### src/rtl/vreg_write_sequencer.sv
// Streams WIDTH-bit result beats into one vector register, generating per-byte write enables from vl, SEW and v0.
// Optional stall-cycle counter is enabled by defining VREG_SEQ_PERF_EN.
module vreg_write_sequencer #(
  parameter int WIDTH = 32,
  parameter int VLEN  = 128,
  parameter int NREG  = 32
) (
  input  logic                       i_clk,
  input  logic                       i_rst_n,
  input  logic                       i_start,
  output logic                       o_ready,
  input  logic [$clog2(NREG)-1:0]    i_vd,
  input  logic [$clog2(VLEN/8):0]    i_vl,
  input  logic [1:0]                 i_sew,
  input  logic                       i_vm,
  input  logic [VLEN-1:0]            i_mask,
  input  logic                       i_res_valid,
  output logic                       o_res_ready,
  input  logic [WIDTH-1:0]           i_res_data,
  output logic [WIDTH-1:0]           o_ALU_result,
  output logic                       o_update_vreg,
  output logic                       o_update_mask,
  output logic [VLEN/8-1:0]          o_Vreg_write_flag,
  output logic [$clog2(NREG)-1:0]    o_Vregs_input_adr,
  output logic                       o_busy,
  output logic                       o_done,
  output logic [31:0]                o_stall_cycles
);

  localparam int NBYTES = VLEN / 8;
  localparam int BPB    = WIDTH / 8;
  localparam int NBEATS = VLEN / WIDTH;
  localparam int VDW    = $clog2(NREG);
  localparam int VLW    = $clog2(NBYTES) + 1;
  localparam int KW     = $clog2(NBEATS) + 1;

  typedef enum logic [1:0] {S_IDLE, S_WRITE, S_DONE} state_t;

  state_t state, state_nxt;

  logic [VDW-1:0]    vd_q;
  logic [1:0]        sew_q;
  logic              vm_q;
  logic [NBYTES-1:0] mask_q;
  logic [VLW-1:0]    vl_eff_q;
  logic [KW-1:0]     nbeats_q;
  logic [KW-1:0]     k;

  logic [1:0]        sew_in;
  logic [VLW-1:0]    max_el;
  logic [VLW-1:0]    vl_eff_in;
  logic [VLW-1:0]    bytes_in;
  logic [VLW-1:0]    beats_w;
  logic [KW-1:0]     nbeats_in;

  logic              xfer;
  logic              last_beat;
  logic              start_acc;
  logic [NBYTES-1:0] elem_en;
  logic [NBYTES-1:0] flag_nxt;

  // Only the first NBYTES mask bits can ever select an element (SEW=8 maximum count).
  logic unused_mask_hi;
  assign unused_mask_hi = ^i_mask[VLEN-1:NBYTES];

  // Reserved SEW encoding behaves as 32-bit elements.
  always_comb begin
    sew_in    = (i_sew == 2'd3) ? 2'd2 : i_sew;
    max_el    = VLW'(NBYTES) >> sew_in;
    vl_eff_in = (i_vl > max_el) ? max_el : i_vl;
    bytes_in  = vl_eff_in << sew_in;
    beats_w   = (bytes_in + VLW'(BPB - 1)) >> $clog2(BPB);
    nbeats_in = KW'(beats_w);
  end

  assign start_acc = (state == S_IDLE) && i_start;
  assign xfer      = (state == S_WRITE) && i_res_valid;
  assign last_beat = (k == nbeats_q - KW'(1));

  always_ff @(posedge i_clk or negedge i_rst_n) begin
    if (!i_rst_n) begin
      state <= S_IDLE;
    end else begin
      state <= state_nxt;
    end
  end

  always_comb begin
    state_nxt   = state;
    o_ready     = 1'b0;
    o_busy      = 1'b0;
    o_res_ready = 1'b0;
    o_done      = 1'b0;
    case (state)
      S_IDLE: begin
        o_ready = 1'b1;
        if (i_start) begin
          state_nxt = (vl_eff_in == '0) ? S_DONE : S_WRITE;
        end
      end
      S_WRITE: begin
        o_busy      = 1'b1;
        o_res_ready = 1'b1;
        if (i_res_valid && last_beat) begin
          state_nxt = S_DONE;
        end
      end
      S_DONE: begin
        o_busy    = 1'b1;
        o_done    = 1'b1;
        state_nxt = S_IDLE;
      end
      default: state_nxt = S_IDLE;
    endcase
  end

  // Operation context is frozen at start so later v0 writes cannot disturb this operation.
  always_ff @(posedge i_clk or negedge i_rst_n) begin
    if (!i_rst_n) begin
      vd_q     <= '0;
      sew_q    <= '0;
      vm_q     <= 1'b0;
      mask_q   <= '0;
      vl_eff_q <= '0;
      nbeats_q <= '0;
      k        <= '0;
    end else if (start_acc) begin
      vd_q     <= i_vd;
      sew_q    <= sew_in;
      vm_q     <= i_vm;
      mask_q   <= i_mask[NBYTES-1:0];
      vl_eff_q <= vl_eff_in;
      nbeats_q <= nbeats_in;
      k        <= '0;
    end else if (xfer) begin
      k <= k + KW'(1);
    end
  end

  for (genvar e = 0; e < NBYTES; e++) begin : g_elem
    assign elem_en[e] = (VLW'(e) < vl_eff_q) && (vm_q || mask_q[e]);
  end

  // Each byte maps to a fixed element index per SEW, so the selection stays constant-indexed.
  for (genvar b = 0; b < NBYTES; b++) begin : g_byte
    logic sel;
    always_comb begin
      case (sew_q)
        2'd0:    sel = elem_en[b];
        2'd1:    sel = elem_en[b/2];
        default: sel = elem_en[b/4];
      endcase
    end
    assign flag_nxt[b] = sel && (k == KW'(b / BPB));
  end

  always_ff @(posedge i_clk or negedge i_rst_n) begin
    if (!i_rst_n) begin
      o_ALU_result      <= '0;
      o_Vreg_write_flag <= '0;
      o_Vregs_input_adr <= '0;
      o_update_vreg     <= 1'b0;
      o_update_mask     <= 1'b0;
    end else if (xfer) begin
      o_ALU_result      <= i_res_data;
      o_Vreg_write_flag <= flag_nxt;
      o_Vregs_input_adr <= vd_q;
      o_update_vreg     <= (vd_q != '0);
      o_update_mask     <= (vd_q == '0);
    end else begin
      o_Vreg_write_flag <= '0;
      o_update_vreg     <= 1'b0;
      o_update_mask     <= 1'b0;
    end
  end

`ifdef VREG_SEQ_PERF_EN
  logic [31:0] stall_q;

  always_ff @(posedge i_clk or negedge i_rst_n) begin
    if (!i_rst_n) begin
      stall_q <= '0;
    end else if ((state == S_WRITE) && !i_res_valid && (stall_q != '1)) begin
      stall_q <= stall_q + 32'd1;
    end
  end

  assign o_stall_cycles = stall_q;
`else
  assign o_stall_cycles = 32'd0;
`endif

endmodule
### config.mk
export PLATFORM = sky130hd
export DESIGN_NAME = vreg_write_sequencer
export DESIGN_NICKNAME = d
export VERILOG_FILES = /design/src/rtl/vreg_write_sequencer.sv
export SDC_FILE = /design/constraint.sdc
export NUM_CORES = 1
export LEC_CHECK = 0
export BUFFER_PORTS_ARGS = -buffer_cell sky130_fd_sc_hd__buf_4
export CAP_MARGIN = 20
export CORE_ASPECT_RATIO = 0.6
export CORE_UTILIZATION = 40
export DETAILED_ROUTE_END_ITERATION = 7
export PLACE_DENSITY_LB_ADDON = 0.08
export SYNTH_ARGS = -nofsm -noshare
export SYNTH_HDL_FRONTEND = slang
export SYNTH_SLANG_ARGS = --single-unit
### constraint.sdc
create_clock -name i_clk -period 1.7 [get_ports i_clk]
set_input_delay 0.085 -clock i_clk [delete_from_list [all_inputs] [get_ports i_clk]]
set_output_delay 0.085 -clock i_clk [all_outputs]
set_load 0.01 [all_outputs]
Word level (Yosys, flattened, before mapping)
Cells that the tools add are included.

Bits in registers: 92. Bits in latches: 0. RAM bits: 0. Bits in read-only memories: 0. Input bits: 177. Output and inout port bits: 91. Memories kept: 0.

$add $sub $neg: 3. $mul: 0. Divide/modulo/power cells: 0. Order comparisons: 17. Equal/unequal tests: 10. Shifts and indexed selects: 2. Mux-type cells: 30. Bitwise gates (word level): 0. Reductions and logical operators: 60.

Operators with widths (number): 4-bit by 5-bit < comparator with 1-bit output, first input constant (8); 1-bit logical AND (35); 1-bit case mux with 2 select lines (14); 3-bit by 5-bit < comparator with 1-bit output, first input constant (4); 1-bit logical OR (16); 16-bit 2-to-1 mux (1); 5-bit zero test (2); 1-bit by 5-bit < comparator with 1-bit output, first input constant (2); 2-bit by 5-bit < comparator with 1-bit output, first input constant (2); 2-bit 2-to-1 mux (4); 1-bit 2-to-1 mux (7); 3-bit by 2-bit equality test with 1-bit output, second input constant (2); 3-bit 2-to-1 mux (2); 5-bit by 2-bit adder with 5-bit output, second input constant (1); 5-bit > comparator (1); 5-bit 2-to-1 mux (1); 5-bit nonzero test (1); 5-bit by 2-bit << shifter with 5-bit output (1); 5-bit by 2-bit >> shifter with 5-bit output, first input constant (1); 2-bit by 1-bit equality test with 1-bit output, second input constant (2); 2-bit equality test, second input constant (2); 2-bit zero test (2); 2-bit case mux with 2 select lines (1); 3-bit by 1-bit adder with 3-bit output, second input constant (1); 9 further kinds (9).

Logic depth before layout (Yosys ltp)
Depth after elaboration: 9. Depth in mapped cells: 10. Depth with buffers taken out: 8.

Worst setup path after synthesis
OpenSTA, ideal clock, no wires.

Path type: register to register. Start: register state[0]. End: register mask_q[10]. Setup time: 125 ps. Arrival: 1699 ps. Slack: -124 ps. Stages on the path, launching flop included: 7. Period minus slack after synthesis: 1824 ps. Cell sequence: dfrtp_1 > inv_1 > ha_1 > and2_1 > clkbuf_1 > buf_2 > mux2_2.

Cells in the longest elaborated chain, start to end: 2.

RTL lines: start, declared (RTL line 39) `state_t state, state_nxt;`; start signal, assigned (RTL line 84) `state <= state_nxt;`; 2-bit zero test (RTL line 76) `assign start_acc = (state == S_IDLE) && i_start;`; 1-bit logical AND (RTL line 76); end signal, assigned (RTL line 131) `mask_q <= i_mask[NBYTES-1:0];`; end, declared (RTL line 44) `logic [NBYTES-1:0] mask_q;`.

Every way passes these cells. A chain may end at the register's enable or synchronous reset.

Final worst setup path
Start: register vl_eff_q[2]. End: register o_Vreg_write_flag[2].

Cells in the longest elaborated chain, start to end: 5.

RTL lines: start, declared (RTL line 45) `logic [VLW-1:0] vl_eff_q;`; start signal, assigned (RTL line 132) `vl_eff_q <= vl_eff_in;`; 1-bit by 5-bit < comparator with 1-bit output / 2-bit by 5-bit < comparator with 1-bit output (equally long branches) (RTL line 141) `assign elem_en[e] = (VLW'(e) < vl_eff_q) && (vm_q || mask_q[e]);`; 1-bit logical AND (RTL line 141); 1-bit case mux with 2 select lines * (RTL line 148) `case (sew_q)`; 1-bit logical AND * (RTL line 154) `assign flag_nxt[b] = sel && (k == KW'(b / BPB));`; 16-bit 2-to-1 mux * (RTL line 164) `end else if (xfer) begin`; end signal, assigned (RTL line 166) `o_Vreg_write_flag <= flag_nxt;`; end, declared (RTL line 23) `output logic [VLEN/8-1:0] o_Vreg_write_flag,`.

Every way passes the cells marked *; elsewhere a longest branch is shown, timed or not.

==> flow_summary.yaml <==
outcome:
  status: "finished, violations left"
  violations: "DRC"
clocking:
  root_buffer: "clkbuf_16"
  clkLatencyLatePin_ps: 330
  cts.sink_count: 92
  clk_pin_slew_ps: 60
  cts_inserted_buffers: 9
  tritoncts: "built"
  cts_buffer_depth: 2
  htree_levels: 3
timing:
  maxClockFrequency_ghz: 0.6074
  rsz0062_at_grt: "no"
  worst_pin_slew_ps: 505.2
  setup_tns_ps: 0
  slew_headroom_pct: 66.32
  fin_crit_sh_pct: 96.84
  timing.final.hold_violations: 0
  worst_slack_ps: 53.75
  finalSetupViolations: 0
  fin_skew_ps: 5.185
  slew_violations: 0
  period_needed_ps: 1646
final_layout:
  n_antenna_cell: 0
  layout-drive-gt1-share_pct: 41.24
  fin_util_pct: 61.56
  nets: 784
  mostFrequentLayoutCells: "156 x buf_4, 92 x dfrtp_1, 59 x mux2_2, 56 x dlygate4sd3_1, 33 x conb_1"
  final_area_um2: 6611
  final_common_cell: "buf_4"
  synthToLayoutAreaGrowth_pct: 47.35
  n_fill_cell: 879
logic_synthesis:
  synth_cell_types: 55
  yosys-mux-area-fraction_pct: 15.03
  synth.area.top_cells: "dfrtp_1 51%, mux2_2 15%, buf_4 5.4%"
  synth_top_family_by_area: "multiplexers"
  synth_top_flop_cell: "dfrtp_1"
  synth-edff-count: 0
  synth_area_per_cell_um2: 11.62
  ys_seq_elements: 92
  yosysTopAreaCellShare_pct: 51.31
  synth_compound_area_share_pct: 12.10
  synth_seq_area_share_pct: 51.31
  synth_xor_area_share_pct: 0.9760
  postSynthCellCount: 386
  synthAdderAreaFrac_pct: 3.625
  synth_warnings: 0
  synthArstFlopShare_pct: 100.0
  synth_top_cell_by_area: "dfrtp_1"
  yosys.area_share.simple_pct: 8.171
  netlist_area_um2: 4487
route:
  vias: 3592
  detail-route-antenna-nets: 0
  drcViolationCount: 10
  routed_via_density: 4.867
  drtIter0Drc: 173
  routed_wl_um: 11090
  avgRoutedWirePerCell_um: 15.02
  dr.pass1.iters: 7
critical_path:
  setup.worst_path.start_class: "flop"
  r2r_start: "vl_eff_q[2]"
  r2r_end: "o_Vreg_write_flag[2]"
  reg2reg_depth: 4
  cpMaxStageDelayCell: "or3_1"
  critical_path_arrival_ps: 1870
  cp_data_required_time_ps: 1920
  reg2reg_slack_ps: 50
  crit_chain: "or3_1, o32ai_1, a21oi_1, nor2b_1"
  critPathMaxFanout: 4
  crit_buf_inv: 0
  max_stage_delay_ps: 450
  cp.depth: 4
  crit_type: "flop to flop"
  critPathTopFamily: "simple AND/OR/NAND/NOR gates"
  startpoint: "vl_eff_q[2]"
  end_kind: "flop"
  crit_path_end: "o_Vreg_write_flag[2]"
floorplanning:
  fp.dieW_um: 138.7
  die-area_um2: 11660
  coreArea_um2: 10740
  die_y_um: 84.04
  ios: 268
  num_rows: 29
  start_util_pct: 41.78
job:
  drv_cap: 0
placed_design:
  dp_hpwl_um: 7970
  place_area_um2: 5697
  pre_cts_slack_ps: -205.1
  gp_congestion: 0.8632
  port_buffers: 123
global_routing:
  gr-usage-all-layers_pct: 20.21
  overflow: 0
  antenna_found_initial: 0
  grt_pass1_vias: 3584
  grt_pass1_wl_um: 18230
  grt_start_max_net_pins: 93
min_path:
  hp-start: "i_vl[0]"
  hold_path_class: "primary input to flop"
  whs_path_depth: 3
pwr:
  p_leak_nw: 3.137
  powerDensity_nw_per_um2: 1561
  p_total_mw: 10.32
  ir_drop_v: 0.0009159
## stage by stage
stage	cells	hold WS, ps
final	738	41.83
after global routing	738	42.02
after CTS	737	31.73
after detailed placement	665	176.5
after global placement	665	168.4
after floorplan	417	-210.6
## worst register-to-register path, cell delays in order (launching register included)
cell,delay [ps]
dfrtp_1,370
or3_1,450
o32ai_1,410
a21oi_1,150
nor2b_1,150
## how the worst min path moves through the flow
stage                           end  slack, ps
6_report                vl_eff_q[0]         40
5_1_grt                 vl_eff_q[0]         40
4_1_cts                 vl_eff_q[0]         30
3_5_place_dp   o_Vreg_write_flag[0]        180
3_3_place_gp              mask_q[0]        170
2_1_floorplan                  k[0]       -210
## cell type report
cell class	count	area, um^2	share of cell area (%)
inverters	14	52.55	0.7949
clock inverters	6	111.4	1.684
well taps	139	173.9	2.631
clock buffers	10	229.0	3.463
repair buffers	215	1792	27.10
flip-flops and latches	92	2302	34.82
multi-input cells	262	1951	29.50
## registers in the layout, indices dropped and copies added, names as in the netlist
register           cells
k                      3
mask_q                16
nbeats_q               3
o_ALU_result          32
o_Vreg_write_flag     16
o_Vregs_input_adr      5
o_update_mask          1
o_update_vreg          1
sew_q                  2
state                  2
vd_q                   5
vl_eff_q               5
vm_q                   1
## per-layer routing
metal  share of wire [%]  vias up  track usage, %
met5                   0        -               0
met4                0.83        0           4.444
met3                 6.7       10           5.967
met2                  42      127           29.67
met1                  50     1737           29.32
li1                    -     1718               -
## synth_stat cells (2+ instances only)
library cell	count
a21boi_1	2
a21o_1	3
a21oi_1	28
a311oi_1	2
a31o_1	2
and2_1	3
and3_1	3
buf_2	3
buf_4	32
buf_6	2
clkbuf_1	10
conb_1	2
dfrtp_1	92
ha_1	13
inv_1	12
inv_2	2
mux2_2	59
nand2_1	19
nand2b_1	6
nand3_1	4
nand4_1	3
nor2_1	22
nor3_1	4
o211ai_1	6
o21a_1	3
o21ai_0	4
o21ai_1	7
o21bai_1	2
o221ai_1	4
o22a_1	2
o32ai_1	2
or3_1	2
xnor2_1	3
xor2_1	2
## cell families after synthesis
kind of cell,count (synthesis)
xor+xnor,5
other cells,2
simple gates,73
flops,92
mux,60
compound gates,78
buf+inv,63
fa+ha+maj,13
## power breakdown
group	internal [mW]	switching, mW	leakage, nW	total [mW]
combinational	2.37	2.01	1.84	4.38
clock	1.44	0.816	0.163	2.26
sequential	3.10	0.579	1.14	3.68
## repair_timing
| item | CTS | global route |
|---|---|---|
| setup buffers | 0 | 1 |
| gates resized for setup | 0 | 2 |
| hold endpoints to repair | 147 | 0 |
| hold buffers | 56 | 0 |
| setup endpoints to repair | 0 | 2 |
Power figures use the tool's default switching activity.
